File: src/rtl/tis_pkg.sv
// tis_pkg: port-select codes, link bit indices, ANY priority order and select helpers shared with the node core
package tis_pkg;
  localparam int DW = 11;
  localparam logic [2:0] SEL_UP = 3'd0, SEL_DOWN = 3'd1, SEL_LEFT = 3'd2, SEL_RIGHT = 3'd3;
  localparam logic [2:0] SEL_ANY = 3'd4, SEL_LAST = 3'd5, SEL_NIL = 3'd6;
  localparam int PORT_UP = 0, PORT_DOWN = 1, PORT_LEFT = 2, PORT_RIGHT = 3;
  localparam logic [7:0] ANY_ORDER = {2'(PORT_DOWN), 2'(PORT_UP), 2'(PORT_RIGHT), 2'(PORT_LEFT)};
  typedef enum logic [2:0] {IDLE, RD_WAIT, RD_DONE, WR_WAIT, WR_DONE} state_t;
  function automatic logic sel_nil(input logic [2:0] sel, input logic last_vld);
    return sel >= SEL_NIL || (sel == SEL_LAST && !last_vld);
  endfunction
  function automatic logic [3:0] sel_mask(input logic [2:0] sel, input logic [1:0] last_port);
    return sel == SEL_ANY ? 4'hf : sel == SEL_LAST ? 4'b1 << last_port : 4'b1 << sel[1:0];
  endfunction
endpackage

File: src/rtl/tis_port_arbiter_if.sv
// tis_port_arbiter_if: four inbound and four outbound valid/ready neighbour links
interface tis_port_arbiter_if #(parameter int DW = tis_pkg::DW);
  logic [3:0] in_valid, in_rdy, out_valid, out_rdy;
  logic [4*DW-1:0] in_data;
  logic [DW-1:0] out_data;
  modport master (input in_valid, in_data, out_rdy, output in_rdy, out_valid, out_data);
  modport slave (output in_valid, in_data, out_rdy, input in_rdy, out_valid, out_data);
endinterface

File: src/rtl/tis_prio_pick.sv
// tis_prio_pick: fixed-priority one-hot pick, LEFT > RIGHT > UP > DOWN, with the winning index
module tis_prio_pick import tis_pkg::*; (
  input  logic [3:0] req,
  output logic [3:0] gnt,
  output logic [1:0] idx
);
  always_comb begin
    idx = '0;
    for (int i = 3; i >= 0; i--) if (req[ANY_ORDER[2*i +: 2]]) idx = ANY_ORDER[2*i +: 2];
    gnt = |req ? 4'b1 << idx : 4'b0;
  end
endmodule

File: src/rtl/tis_port_arbiter.sv
// tis_port_arbiter: sequences execute-stage reads/writes onto the four neighbour links, resolving ANY/LAST/NIL
module tis_port_arbiter import tis_pkg::*; #(parameter int DW = tis_pkg::DW) (
  input  logic          clk,
  input  logic          rst_n,
  input  logic          rd_req,
  input  logic [2:0]    rd_sel,
  output logic          rd_done,
  output logic [DW-1:0] rd_data,
  input  logic          wr_req,
  input  logic [2:0]    wr_sel,
  input  logic [DW-1:0] wr_data,
  output logic          wr_done,
  tis_port_arbiter_if.master link,
  output logic          last_vld,
  output logic [1:0]    last_port,
  output logic          busy
);
  state_t state, nxt;
  logic [3:0] mask, nxt_mask, rd_gnt, wr_gnt;
  logic [1:0] rd_idx, wr_idx;
  logic [2:0] sel;
  logic any, nxt_any, nil, rd_xfer, wr_xfer;
  tis_prio_pick u_rd_pick (.req(mask & link.in_valid), .gnt(rd_gnt), .idx(rd_idx));
  tis_prio_pick u_wr_pick (.req(mask & link.out_rdy), .gnt(wr_gnt), .idx(wr_idx));
  always_comb begin
    sel = rd_req ? rd_sel : wr_sel;
    nil = sel_nil(sel, last_vld);
    rd_xfer = state == RD_WAIT && rd_req && |rd_gnt;
    wr_xfer = state == WR_WAIT && wr_req && |wr_gnt;
    link.in_rdy = state == RD_WAIT && rd_req ? rd_gnt : 4'b0;
    link.out_valid = state == WR_WAIT && wr_req ? wr_gnt : 4'b0;
    link.out_data = wr_data;
    rd_done = state == RD_DONE;
    wr_done = state == WR_DONE;
    busy = state != IDLE;
    nxt = state;
    nxt_mask = mask;
    nxt_any = any;
    case (state)
      IDLE: if (rd_req || wr_req) begin
        nxt = rd_req ? (nil ? RD_DONE : RD_WAIT) : (nil ? WR_DONE : WR_WAIT);
        nxt_mask = sel_mask(sel, last_port);
        nxt_any = sel == SEL_ANY;
      end
      RD_WAIT: nxt = !rd_req ? IDLE : rd_xfer ? RD_DONE : RD_WAIT;
      WR_WAIT: nxt = !wr_req ? IDLE : wr_xfer ? WR_DONE : WR_WAIT;
      default: nxt = IDLE;
    endcase
  end
  always_ff @(posedge clk or negedge rst_n)
    if (!rst_n) begin
      state <= IDLE;
      mask <= '0;
      any <= 1'b0;
      rd_data <= '0;
      last_vld <= 1'b0;
      last_port <= '0;
    end else begin
      state <= nxt;
      mask <= nxt_mask;
      any <= nxt_any;
      if (state == IDLE && rd_req && nil) rd_data <= '0;
      if (rd_xfer) rd_data <= link.in_data[rd_idx*DW +: DW];
      if ((rd_xfer || wr_xfer) && any) begin
        last_vld <= 1'b1;
        last_port <= rd_xfer ? rd_idx : wr_idx;
      end
    end
endmodule

File: src/flat_wrapper.sv
// flat-port wrapper written by rule: the top's interface ports become plain ports
module tis_port_arbiter_flat import tis_pkg::*;
#(parameter int DW = tis_pkg::DW)
  (clk, rst_n, rd_req, rd_sel, rd_done, rd_data, wr_req, wr_sel, wr_data, wr_done, last_vld, last_port, busy, link_in_valid, link_in_data, link_out_rdy, link_in_rdy, link_out_valid, link_out_data);
  tis_port_arbiter_if #(.DW(DW)) link_i ();
  input  logic clk;
  input  logic rst_n;
  input  logic rd_req;
  input  logic [2:0] rd_sel;
  output logic rd_done;
  output logic [DW-1:0] rd_data;
  input  logic wr_req;
  input  logic [2:0] wr_sel;
  input  logic [DW-1:0] wr_data;
  output logic wr_done;
  output logic last_vld;
  output logic [1:0] last_port;
  output logic busy;
  input wire logic [$bits(link_i.in_valid)-1:0] link_in_valid;
  input wire logic [$bits(link_i.in_data)-1:0] link_in_data;
  input wire logic [$bits(link_i.out_rdy)-1:0] link_out_rdy;
  output wire logic [$bits(link_i.in_rdy)-1:0] link_in_rdy;
  output wire logic [$bits(link_i.out_valid)-1:0] link_out_valid;
  output wire logic [$bits(link_i.out_data)-1:0] link_out_data;
  assign link_i.in_valid = link_in_valid;
  assign link_i.in_data = link_in_data;
  assign link_i.out_rdy = link_out_rdy;
  assign link_in_rdy = link_i.in_rdy;
  assign link_out_valid = link_i.out_valid;
  assign link_out_data = link_i.out_data;
  tis_port_arbiter #(.DW(DW)) u_core (.clk(clk), .rst_n(rst_n), .rd_req(rd_req), .rd_sel(rd_sel), .rd_done(rd_done), .rd_data(rd_data), .wr_req(wr_req), .wr_sel(wr_sel), .wr_data(wr_data), .wr_done(wr_done), .link(link_i), .last_vld(last_vld), .last_port(last_port), .busy(busy));
endmodule
File: config.mk
export PLATFORM = sky130hd
export DESIGN_NAME = tis_port_arbiter_flat
export DESIGN_NICKNAME = d
export VERILOG_FILES = /design/src/rtl/tis_pkg.sv /design/src/rtl/tis_port_arbiter_if.sv /design/src/rtl/tis_prio_pick.sv /design/src/rtl/tis_port_arbiter.sv /design/src/flat_wrapper.sv
export SDC_FILE = /design/constraint.sdc
export NUM_CORES = 1
export LEC_CHECK = 0
export ABC_AREA = 1
export CELL_PAD_IN_SITES_DETAIL_PLACEMENT = 1
export CELL_PAD_IN_SITES_GLOBAL_PLACEMENT = 2
export CORE_ASPECT_RATIO = 0.9
export CORE_MARGIN = 4
export CORE_UTILIZATION = 18
export CTS_BUF_LIST = sky130_fd_sc_hd__clkbuf_4
export CTS_CLUSTER_DIAMETER = 80
export DETAILED_ROUTE_END_ITERATION = 8
export GPL_ROUTABILITY_DRIVEN = 0
export PLACE_DENSITY = 0.91
export SETUP_SLACK_MARGIN = 0.1
export SLEW_MARGIN = 20
export SYNTH_ARGS = -nofsm -noshare
export SYNTH_HDL_FRONTEND = slang
export SYNTH_HIERARCHICAL = 1
export SYNTH_SLANG_ARGS = --single-unit
File: constraint.sdc
create_clock -name clk -period 1.95 [get_ports clk]
set_clock_uncertainty 0.2 [all_clocks]
set_input_delay 0.2925 -clock clk [delete_from_list [all_inputs] [get_ports clk]]
set_output_delay 0.2925 -clock clk [all_outputs]
set_load 0.01 [all_outputs]
## Yosys cells after proc, flatten, opt, wreduce, memory -nomap -nowiden

Cells that the tools add are included.

| storage, ports and cells | value |
|---|---|
| bits in registers | 22 |
| logic and storage cells | 69 |
| input bits | 73 |
| output and inout bits | 36 |

| cells by class | value |
|---|---|
| bitwise gates (word level) | 2 |
| shift operators | 5 |
| $lt $le $gt $ge | 1 |
| $mul | 1 |
| eq/ne operators | 7 |
| muxes and demuxes | 27 |
| reduce and logical (&&, ||, !) cells | 20 |

Operator list:

| cell | number |
|---|---|
| indexed part select 44 x 7 -> 11 bit | 1 |
| 2-to-1 mux 4 bit | 6 |
| 2-to-1 mux 11 bit | 2 |
| 2-to-1 mux 3 bit | 7 |
| 2-to-1 mux 2 bit | 9 |
| OR reduction 4 bit | 4 |
| left shift 1 x 2 -> 4 bit (first input constant) | 4 |
| == test 3 bit (second input constant) | 3 |
| one-hot mux 3 bit (3 select lines) | 1 |
| bitwise AND 4 bit | 2 |
| logical AND 1 bit | 8 |
| == test 3 x 2 -> 1 bit (second input constant) | 2 |
| multiplier 2 x 4 -> 6 bit (second input constant) | 1 |
| == test 3 x 1 -> 1 bit (second input constant) | 1 |
| greater-or-equal comparator 3 bit (second input constant) | 1 |
| zero test 3 bit | 1 |
| logical OR 1 bit | 3 |
| nonzero test 3 bit | 1 |
| 2-to-1 mux 1 bit | 2 |
| != test 2 x 1 -> 1 bit (second input constant) | 1 |
| AND reduction 2 bit | 1 |
| nonzero test 2 bit | 1 |
| zero test 1 bit | 1 |

## Longest topological paths before layout

| depth | value |
|---|---|
| depth in word-level cells | 12 |
| gate-level depth with buffers | 13 |
| mapped depth without buffers | 13 |

## Modules after synthesis

Netlist, hierarchy kept.

By module, submodules not included:

| module | cells an instance | area an instance (um2) | times used |
|---|---|---|---|
| tis_port_arbiter | 264 | 1671.6 | 1 |
| tis_prio_pick | 12 | 58.8 | 2 |

## Worst setup path after synthesis

Ideal clock, no wire load.

| timing | value |
|---|---|
| path type | register to register |
| start | register u_core.mask[2] |
| end | register u_core.last_vld |
| data required time | 1.623 ns |
| slack | 0.287 ns |
| stages on the path, launching flop included | 11 |
| period minus slack after synthesis | 1.663 ns |
| arrival | 1.335 ns |
| library setup time | 0.127 ns |
| cells stage by stage | dfrtp_1 nand2_1 inv_1 inv_2 nand2_4 nor2_2 inv_1 nand4_1 nand2_4 a21oi_2 or2_2 |

| on the way | value |
|---|---|
| word-level cells in the longest chain between the ends | 8 |

Ends and longest elaborated chain:

| element | RTL line | text |
|---|---|---|
| start: declaration | tis_port_arbiter.sv:19 | `logic [3:0] mask, nxt_mask, rd_gnt, wr_gnt;` |
| start signal: assignment | tis_port_arbiter.sv:60 | `mask <= nxt_mask;` |
| bitwise AND 4 bit | tis_port_arbiter.sv:23 | `tis_prio_pick u_rd_pick (.req(mask & link.in_valid), .gnt(rd_gnt), .idx(rd_idx));` |
| 2-to-1 mux 2 bit | tis_prio_pick.sv:9 | `for (int i = 3; i >= 0; i--) if (req[ANY_ORDER[2*i +: 2]]) idx = ANY_ORDER[2*i +: 2];` |
| net u_core.rd_idx[1] | tis_port_arbiter.sv:20 | `logic [1:0] rd_idx, wr_idx;` |
| left shift 1 x 2 -> 4 bit | tis_prio_pick.sv:10 | `gnt = \|req ? 4'b1 << idx : 4'b0;` |
| 2-to-1 mux 4 bit | tis_prio_pick.sv:10 |  |
| net u_core.rd_gnt[1] | tis_port_arbiter.sv:19 |  |
| OR reduction 4 bit | tis_port_arbiter.sv:28 | `rd_xfer = state == RD_WAIT && rd_req && \|rd_gnt;` |
| logical AND 1 bit | tis_port_arbiter.sv:28 |  |
| logical OR 1 bit | tis_port_arbiter.sv:64 | `if ((rd_xfer \|\| wr_xfer) && any) begin` |
| logical AND 1 bit | tis_port_arbiter.sv:64 |  |
| end signal: assignment | tis_port_arbiter.sv:56 | `last_vld <= 1'b0;` |
| end signal: assignment | tis_port_arbiter.sv:65 | `last_vld <= 1'b1;` |
| end: declaration | tis_port_arbiter.sv:14 | `output logic last_vld,` |

The timed path passes the listed nets, and every way through them passes these cells.
A chain may end at the register's enable or synchronous reset.

## Worst setup path after layout

| timing | value |
|---|---|
| start | register u_core.mask[2] |
| end | output link_in_rdy[0] |

| on the way | value |
|---|---|
| word-level cells in the longest chain between the ends | 5 |

Ends and longest elaborated chain:

| element | RTL line | text |
|---|---|---|
| bitwise AND 4 bit | tis_port_arbiter.sv:23 |  |
| 2-to-1 mux 2 bit | tis_prio_pick.sv:9 |  |
| net u_core.rd_idx[1] | tis_port_arbiter.sv:20 |  |
| left shift 1 x 2 -> 4 bit | tis_prio_pick.sv:10 |  |
| 2-to-1 mux 4 bit | tis_prio_pick.sv:10 |  |
| net u_core.rd_gnt[0] | tis_port_arbiter.sv:19 |  |
| 2-to-1 mux 4 bit | tis_port_arbiter.sv:30 | `link.in_rdy = state == RD_WAIT && rd_req ? rd_gnt : 4'b0;` |
| end: declaration | flat_wrapper.sv:22 | `output wire logic [$bits(link_i.in_rdy)-1:0] link_in_rdy;` |

The timed path passes the listed nets, and every way through them passes these cells.

==> metrics.txt <==
largest net degree at the start of global routing=24; crit path DAT=1.38 ns; WP buf/inv=4; Net Count, Synth=362; pre-CTS WS=-0.4238 ns; Max VDD drop=0.3522 mV; total gr overflow=0; PwrDens=1116 nW/um^2; CP Launch Type=register; drt via density=4.232; Die Area=11,600 um^2; initial antenna violation count=0; Slew Viols, Final=0; Yosys cell types=26; Clock Tree Buf Depth=2; Area growth syn-to-layout=86.64%; total power=3.728 mW; root buffer cell=clkbuf_4; DRT Pass-1 Iters=4; critical path, cell by cell=nand2_1, inv_2, inv_4, nand2_4, nor2_2, inv_1, nor2_1, buf_2; Synth Register Bits=22; unrepaired setup endpoints after global routing=yes; routed len/inst=13.66 um; Detail Placement HPWL=5706 um; Mapped Cells=288; # clock sinks=22; Row Count=34; Min Clock Period, post-route=1.876 ns; hold_buf cts=0; relative slew slack=0.8090; CTS tree=yes; crit path capture type=output port; Final Util=0.3443; Hold Crit Class=input pin to async pin; Max Cap Viol=0; Final Cycle Share=0.9620; Hold Fails Final Rpt=0; FMAX=533.1 MHz; slew at the pin with the worst max-slew slack=0.2865 ns; Die Y=102.6 um; Ports=109; crit-path max cell delay=0.43 ns; Seq/Total Area, Yosys=0.3077; syn avg cell area=6.213 um^2; Synth Warn #=6; clk_lat worst skew=0.31 ns; first-pass GRT wire length=11,540 um; die width=113.1 um; ratio of cells with drive above 1 in the final layout=0.3506; vias in the first global route=2,437; vias=2,247; final setup vio count=0; # nets final=480; slack of the critical path=0.07417 ns; PortBufs=86; Mapped Area=1789 um^2; slowest CP cell=dfrtp_1; initial core utilization=0.1845; Worst Path Required=1.46 ns; CTS Buf Count=3; core box area=9699 um^2; drc violations=0; Crit path max-delay family=flip-flops; CP Max Fanout=4; final WL=7255 um; CTS H-tree depth=1; clock-pin transition on the worst setup and hold timing paths=0.13 ns; Tot GR Track Use=0.1229; number of routed nets with antenna violations=0; Antenna Cells=0; Iteration-0 DRC Markers=59; critical path class=register to output port; leakage power=1.675 nW; status=complete, no violations
## layout make-up
cell class                      count  area [um^2]
Fill cell                        1205         6360
Timing Repair Buffer              134         1262
Multi-Input combinational cell    195         1109
Sequential cell                    22        550.5
Inverter                           49        200.2
Tap cell                          126        157.7
Clock inverter                      1        30.03
Clock buffer                        3        22.52
Timing Repair inverter              1        7.507
## report_power, final
part	internal, mW	switching, mW
sequential	0.651	0.159
clock	0.208	0.147
combinational	1.21	1.35
total	2.07	1.66
## cells in the mapped netlist
cell      instances  area, um^2
nor2_1           40       150.1
inv_2             9       33.78
buf_6             1       11.26
clkinv_2          1       5.000
ha_1              1       12.51
clkbuf_1          8       30.03
nand3_2           2       20.02
nand2_1          73       274.0
o22ai_1          11       68.82
inv_1            39       146.4
o21ai_2           1       8.760
nand4_1           3       18.77
a21oi_2           1       8.760
nand3_1          18       90.09
or2_2             3       18.77
o21ai_0          26       130.1
a21boi_0          1       7.510
nor3_4            1       16.27
nand2_4           3       33.78
nor2_2            4       25.02
buf_2             2       10.01
dfrtp_1          22       550.5
nand2_2           1       6.260
buf_4            11       82.58
nor3_1            2       10.01
a21oi_1           4       20.02
## cells by family (layout without fill, tap and decap cells)
group | after synthesis | count (layout) | share of synthesized area
AO/OA/AOI/OAI | 44 | 44 | 0.1364
flip-flops | 22 | 22 | 0.3077
buffers and inverters | 71 | 188 | 0.1783
adder cells (fa/ha/maj) | 1 | 1 | 0.006992
AND/OR/NAND/NOR | 150 | 150 | 0.3706
## through the flow
step / hold slack [ns] / cells / TNS (ns) / instance area (um^2)
2_1_floorplan: -0.2031 / 288 / 0 / 1789
3_3_place_gp: 0.2860 / 515 / -6.118 / 2989
3_5_place_dp: 0.2911 / 515 / -6.976 / 2989
4_1_cts: 0.1112 / 524 / 0 / 3082
5_1_grt: 0.1166 / 531 / -0.3083 / 3339
6_report: 0.1148 / 531 / 0 / 3339
## flip-flops by register name (all words and copies together), names as in the netlist
| signal | count |
|---|---|
| u_core/rd_data | 11 |
| u_core/last_vld | 1 |
| u_core/any | 1 |
| u_core/mask | 4 |
| u_core/last_port | 2 |
| u_core/state | 3 |
## repair_timing
action                     CTS  global route
buffers inserted             5             6
pin swaps                   16            17
gates cloned                 0             2
setup endpoints to repair   24            30
resized for setup           64            75
## layer usage
metal / up-vias / wire (um) / global-route usage
li1: 1119 / - / -
met4: 0 / 10 / 0.009242
met2: 70 / 3687 / 0.2291
met1: 1056 / 2982 / 0.1377
met5: - / 0 / 0
met3: 2 / 574 / 0.05106
## worst paths after layout
check | end | from | slack [ns] | cells past startpoint
min in group clk | u_core/rd_data[3] | u_core/rd_data[3] | 0.31 | 2
max reg2reg | u_core/state[1] | u_core/mask[2] | 0.08 | 14
max | link_in_rdy[0] | u_core/mask[2] | 0.07 | 8
max in group asynchronous | u_core/state[1] | rst_n | 1.21 | 2
min reg2reg | u_core/rd_data[3] | u_core/rd_data[3] | 0.31 | 2
min | u_core/state[0] | rst_n | 0.11 | 2
## cell usage in the layout (no fill, tap or decap), drive strengths merged
master and instances:
nand2 77, clkdlybuf4s50 70, buf 57, inv 48, nor2 44, o21ai 27, dfrtp 22, nand3 20
o22ai 11, clkbuf 5, a21oi 5, dlymetal6s2s 3, nand4 3, or2 3, nor3 3, clkinvlp 2
dlygate4sd2 2, bufinv 1, a21boi 1, ha 1
Note: power is estimated with default switching activity, not from simulation.
